**config.mk**
```make
export PLATFORM = sky130hd
export DESIGN_NAME = mux_scan
export DESIGN_NICKNAME = d
export VERILOG_FILES = /design/src/rtl/mux_scan.sv
export SDC_FILE = /design/constraint.sdc
export NUM_CORES = 1
export LEC_CHECK = 0
export ABC_AREA = 1
export CAP_MARGIN = 20
export CORE_ASPECT_RATIO = 2
export CORE_MARGIN = 1
export CORE_UTILIZATION = 23
export DETAILED_ROUTE_END_ITERATION = 10
export RECOVER_POWER = 100
export SYNTH_ARGS = -nofsm -noshare
export SYNTH_HDL_FRONTEND = slang
export SYNTH_SLANG_ARGS = --single-unit
```
**constraint.sdc**
```tcl
create_clock -name clk -period 1.6 [get_ports clk]
set_clock_uncertainty 0.15 [all_clocks]
set_input_delay 0.32 -clock clk [delete_from_list [all_inputs] [get_ports clk]]
set_output_delay 0.32 -clock clk [all_outputs]
set_load 0.01 [all_outputs]
```
**src/rtl/mux_scan.sv**
```systemverilog
// Multi-channel source multiplexer with manual select or timed auto-scan.
// Every channel shares one registered source index; outputs update one edge after their inputs.
module mux_scan #(
  parameter int WIDTH   = 1,
  parameter int NUM_CH  = 8,
  parameter int NUM_SRC = 3,
  parameter int DWELL   = 4,
  localparam int SW     = $clog2(NUM_SRC + 1)
) (
  input  logic                            clk,
  input  logic                            rst,
  input  logic [NUM_CH*NUM_SRC*WIDTH-1:0] data_in,
  input  logic [SW-1:0]                   sel,
  input  logic                            mode,
  input  logic                            hold,
  output logic [NUM_CH*WIDTH-1:0]         data_out,
  output logic [SW-1:0]                   cur_src,
  output logic                            src_chg,
  output logic                            sel_err
);

  localparam int CW = (DWELL > 1) ? $clog2(DWELL) : 1;

  typedef enum logic {
    MANUAL,
    SCAN
  } state_e;

  state_e                  state_q, state_d;
  logic [CW-1:0]           cnt_q, cnt_d;
  logic [SW-1:0]           cur_src_q, cur_src_d;
  logic [NUM_CH*WIDTH-1:0] data_out_q, data_out_d;
  logic                    src_chg_q, src_chg_d;
  logic                    sel_err_q, sel_err_d;

  logic                    sel_ok;
  logic [SW-1:0]           dec_src;
  logic [SW-1:0]           next_src;

  // sel counts sources 1-based; 0 is shorthand for the last source.
  assign sel_ok   = (sel <= SW'(NUM_SRC));
  assign dec_src  = (sel == '0) ? SW'(NUM_SRC - 1) : sel - SW'(1);
  assign next_src = (cur_src_q == SW'(NUM_SRC - 1)) ? '0 : cur_src_q + SW'(1);

  always_comb begin
    // NOTE: every signal gets a default before any branch, so no path can leave it unassigned and infer a latch.
    state_d    = state_q;
    cnt_d      = cnt_q;
    cur_src_d  = cur_src_q;
    data_out_d = data_out_q;
    src_chg_d  = 1'b0;
    sel_err_d  = 1'b0;

    if (!hold) begin
      if (mode) begin
        state_d = SCAN;
        if (state_q != SCAN) begin
          cnt_d = '0;
        end else if (cnt_q == CW'(DWELL - 1)) begin
          cnt_d     = '0;
          cur_src_d = next_src;
        end else begin
          cnt_d = cnt_q + CW'(1);
        end
      end else begin
        state_d = MANUAL;
        cnt_d   = '0;
        if (sel_ok) cur_src_d = dec_src;
        else        sel_err_d = 1'b1;
      end

      src_chg_d = (cur_src_d != cur_src_q);

      // Words are re-sampled every non-hold edge, even when the source index is unchanged.
      for (int c = 0; c < NUM_CH; c++) begin
        data_out_d[c*WIDTH +: WIDTH] =
          data_in[(c*NUM_SRC + int'(cur_src_d))*WIDTH +: WIDTH];
      end
    end
  end

  // NOTE: state is written with non-blocking assignments so every flop samples pre-edge values.
  always_ff @(posedge clk) begin
    if (rst) begin
      state_q    <= MANUAL;
      cnt_q      <= '0;
      cur_src_q  <= '0;
      data_out_q <= '0;
      src_chg_q  <= 1'b0;
      sel_err_q  <= 1'b0;
    end else begin
      state_q    <= state_d;
      cnt_q      <= cnt_d;
      cur_src_q  <= cur_src_d;
      data_out_q <= data_out_d;
      src_chg_q  <= src_chg_d;
      sel_err_q  <= sel_err_d;
    end
  end

  assign data_out = data_out_q;
  assign cur_src  = cur_src_q;
  assign src_chg  = src_chg_q;
  assign sel_err  = sel_err_q;

endmodule

```
# --- Word level (Yosys, flattened, before mapping) ---
# Cells that the tools add are included.
totals:
  register_bits: 15
  inputBits: 30
  out_inout_bits: 12
op_classes:
  addsub: 10
  order_cmp: 1
  eq_ne: 3
  n_shift: 8
  muxes: 12
  reduce_logical: 3
op_table:
  columns: ["cell", "count"]
  rows:
  - ["$shiftx A24 B6 Y1", 3]
  - ["$shiftx A24 B7 Y1", 2]
  - ["$shiftx A24 B3 Y1", 1]
  - ["$shiftx A24 B4 Y1", 1]
  - ["$shiftx A24 B5 Y1", 1]
  - ["$mux W2", 10]
  - ["$add A4 B2 Y5 const A", 3]
  - ["$add A5 B2 Y6 const A", 2]
  - ["$add A2 B1 Y2 const B", 2]
  - ["$add A3 B2 Y4 const A", 1]
  - ["$eq A2 B2 Y1 const B", 2]
  - ["$add A2 B2 Y3 const A", 1]
  - ["$reduce_or A3 Y1", 1]
  - ["$le A2 B2 Y1 const B", 1]
  - ["$logic_not A2 Y1", 1]
  - ["$mux W1", 2]
  - ["$ne A2 B2 Y1", 1]
  - ["$reduce_or A2 Y1", 1]
  - ["$sub A2 B1 Y2 const B", 1]

# --- Depth between registers and ports, before layout ---
depth:
  ltp_word: 8
  mapped_depth: 12
  mapped_depth_nobuf: 11

# --- Worst setup path before layout ---
# OpenSTA, ideal clock, no wires.
synth_timing:
  path_type: "register to register"
  from: "reg cnt_q[0]"
  to: "reg data_out_q[0], in the netlist data_out[0]"
  setup_ns: 0.109
  t_arrival_ns: 1.320
  required_time_ns: 1.341
  path_slack_ns: 0.022
  stages_incl_launch_ff: 13
  n_path_buf: 1
  synth_period_minus_slack_ns: 1.578
  path_cell_list: "dfxtp_1 > ha_1 > nand2_2 > clkinv_1 > nand2_2 > nand3_4 > nand2_8 > buf_12 > nand2_2 > nand3_1 > nand3_1 > nand2_1 > inv_1"
synth_via:
  elab_chain_cells: 6
synth_lines:
  columns: ["item", "line", "text"]
  rows:
  - ["start: declaration", "30", "logic [CW-1:0] cnt_q, cnt_d;"]
  - ["start signal: assignment", "93", "cnt_q <= cnt_d;"]
  - ["$eq A2 B2 Y1", "59", "end else if (cnt_q == CW'(DWELL - 1)) begin"]
  - ["$mux W2", "59", null]
  - ["$mux W2", "57", "if (state_q != SCAN) begin"]
  - ["$mux W2", "55", "if (mode) begin"]
  - ["$mux W2", "54", "if (!hold) begin"]
  - ["$shiftx A24 B3 Y1", "77", "data_in[(c*NUM_SRC + int'(cur_src_d))*WIDTH +: WIDTH];"]
  - ["end signal: assignment", "95", "data_out_q <= data_out_d;"]
  - ["end: declaration", "32", "logic [NUM_CH*WIDTH-1:0] data_out_q, data_out_d;"]
# Every way passes these cells. The select of a mux whose other input is x is not followed.
# A chain may end at the register's enable or synchronous reset.

# --- Final worst setup path ---
layout_timing:
  from: "reg cnt_q[1]"
  to: "reg src_chg_q, in the netlist src_chg"
layout_via:
  elab_chain_cells: 6
layout_lines:
  columns: ["item", "line", "text"]
  rows:
  - ["$eq A2 B2 Y1", "59", null]
  - ["$mux W2", "59", null]
  - ["$mux W2", "57", null]
  - ["$mux W2", "55", null]
  - ["$mux W2", "54", null]
  - ["$ne A2 B2 Y1", "72", "src_chg_d = (cur_src_d != cur_src_q);"]
  - ["end signal: assignment", "96", "src_chg_q <= src_chg_d;"]
  - ["end: declaration", "33", "logic src_chg_q, src_chg_d;"]
# Every way passes these cells. The select of a mux whose other input is x is not followed.

==> results.ini <==
[yosys]
share_of_synthesized_cell_area_in_and_or_nand_and_nor_gates_pct = 42.71
synth.avg_cell_area_um2 = 6.256
synth-adder-area-share_pct = 2.353
synth.yosys.warnings = 0
library_cell_occupying_the_most_area_in_the_post_synthesis_netlist = dfxtp_1
synth_ff_type = dfxtp_1
synth_xor_xnor_area_share_pct = 1.647
synth-compound-area-share_pct = 6.000
async_reset_ff_share_pct = 0
synth_mux_area_share_pct = 0
synth.yosys.seq_area_share_pct = 26.35
synthTopCellsByArea = dfxtp_1, nand3_1, inv_1
synth_top_area_share_pct = 26.35
synthMostInstantiatedCell = nand3_1
ys_types = 23
synth_top_cells_by_count = nand3_1, inv_1, nand2_1
synth_top_family_by_area = simple AND/OR/NAND/NOR gates
number_of_flops_mapped_to_enable_cells_by_yosys = 0
postSynthCellCount = 170
synth_fp_nets = 202
synth-seq-cells = 14
mappedNetlistArea_um2 = 1064

[power]
leakagePower_uw = 0.001026
power.combinational.fraction_pct = 45.9
share_clk_of_total_power_pct = 22.6
power_density_nw_per_um2 = 591.0
switching_power_uw = 421.6
sequentialPowerShare_pct = 31.6
power.internal_uw = 842.9
worst_ir_drop_vdd_mv = 0.2629
power.share.switching_pct = 33.34

[global_routing]
grt_usage_pct = 15.52
first_global_vias = 1274
grt_start_max_net_pins = 22
antenna_found_initial = 0
first_pass_grt_wire_length_um = 5816
global_route.overflow_total = 0

[clock_tree]
cts_tree = built
clock_path_buffers = 2
clock_insertion_delay_worst_skew_ns = 0.24
root_buffer = clkbuf_8
clk_transition_reported_paths_ns = 0.05
h-tree-depth = 1
cts_num_sinks = 14
cts-buffers-inserted = 3

[sta]
max_freq_mhz = 610.7
postLayoutSetupSlackWorst_ns = -0.03739
grt_setup_unrepaired = yes
timing.final.crit_period_ns = 1.637
setup_tns_ns = -0.08841
finalHoldViolCount = 0
timing.final.setup_violations = 6
period_share_pct = 102.3
final-max-slew-violation-count = 0

[detailed_routing]
vias = 1310
wl_um = 3857
post_route_drc_violation_count = 0
drt_pass1_iterations = 4
route.detailed.wl_per_inst_um = 13.63
route.detailed.vias_per_inst = 4.629
dr.first_iter.drc_count = 31
postRouteAntennaNets = 0

[floorplan]
die_width_um = 50.09
core.rowCount = 34
core_ar_um2 = 4382
initial_core_util_pct = 24.27
die_area_um2 = 4917
chipHeight_um = 98.17
io_pins = 42

[placement]
count_of_buffers_from_port_buffering = 40
place.gp.congestion = 0.7577
pre_cts_ws_ns = -0.4834
detailedPlacementHpwl_um = 2155

[worst_setup_path]
critical_path.endpoint_type = flop
worst-setup-path-type = reg -> reg
worstPathArrival_ns = 1.62
critical_path.max_fanout = 6
critPathRequiredTime_ns = 1.58
setup.worst_path.start_class = flop

[run_status]
failing_checks = setup timing
status = complete, but fails checks

[final_layout]
area.growth.synth_to_final_pct = 101.2
layout-drive-gt1-share_pct = 38.43
diodes = 0
nFillCells = 424
layout.nets = 263

[hold_path]
min-delay-path-class = reg -> reg

[flow_run]
max_cap_check_violation_count = 0

[final cells by class]
| cell class | instances | area, um^2 | area share (%) |
|---|---|---|---|
| sequential | 14 | 285.3 | 13.33 |
| tap | 54 | 67.56 | 3.158 |
| clock buffer | 3 | 41.29 | 1.930 |
| multi-input combinational | 113 | 883.3 | 41.29 |
| timing repair buffer | 62 | 719.4 | 33.63 |
| inverter | 37 | 142.6 | 6.667 |
[worst paths after layout]
check	slack, ns	from	depth (start not counted)	endpoint
worst max-delay path	-0.04	cnt_q[1]	9	src_chg
worst min-delay path	0.40	cnt_q[0]	2	cnt_q[0]
worst max register to register	-0.04	cnt_q[1]	9	src_chg
worst min register to register	0.40	cnt_q[0]	2	cnt_q[0]
[per-layer routing]
layer | track usage [%] | wire length (um) | share of wire (%)
met1 | 15.57 | 1324 | 34
met2 | 29.44 | 2137 | 55
met3 | 1.246 | 177 | 4.6
met4 | 8.791 | 218 | 5.7
met5 | 0 | 0 | 0
[logic make-up after synthesis]
logic type	count (synthesis)
simple gates	93
flops	14
buf+inv	46
fa+ha+maj	2
compound gates	12
other cells	1
xor+xnor	2
[stage by stage]
step	cells	hold slack [ns]	instance area [um^2]	power, uW	utilization [%]
CTS	280	0.3355	1967	1190	44.89
finish	283	0.3968	2140	1264	48.83
global route	283	0.4255	2140	1324	48.83
floorplan	170	0.2965	1064	604.7	-
detailed placement	265	0.3153	1564	776.2	35.69
global placement	265	0.3118	1564	773.9	35.69
[critical path: stages, from the launching register on]
cell and delay, ns:
dfxtp_2 0.35, ha_4 0.15, nand2_4 0.06, buf_6 0.13, a21oi_4 0.13, nand2_2 0.08
nand2_4 0.12, buf_12 0.15, xor2_2 0.14, a21oi_2 0.07
[sequential cells by signal (all words and copies together), names as in the netlist]
| register | cells |
|---|---|
| cnt_q | 2 |
| state_q | 1 |
| src_chg | 1 |
| cur_src | 2 |
| data_out | 8 |
[layout by cell type (no fill, tap or decap), types with 6 or more instances in the layout]
cell type / instances
nand2_4: 7
nand3_4: 6
buf_4: 6
clkdlybuf4s25_1: 6
dfxtp_1: 10
dlygate4sd2_1: 6
buf_12: 6
clkdlybuf4s50_1: 28
nand2_2: 14
nand2_1: 11
nor2_1: 18
nand3_2: 18
inv_1: 35
nand3_1: 14
[power groups by stage]
stage	registers, uW	clock network (uW)	logic [uW]
after global placement	401	0	373
final	399	285	580
after detailed placement	402	0	374
after CTS	396	285	509
after floorplan	410	0	195
after global routing	403	302	619
[what timing repair did]
item	4_1_cts	5_1_grt
gates cloned	6	0
pin swaps	21	20
setup endpoints to repair	12	15
gates resized for setup	55	34
buffers inserted	6	3
hold buffers	0	0
Power figures use the tool's default switching activity.
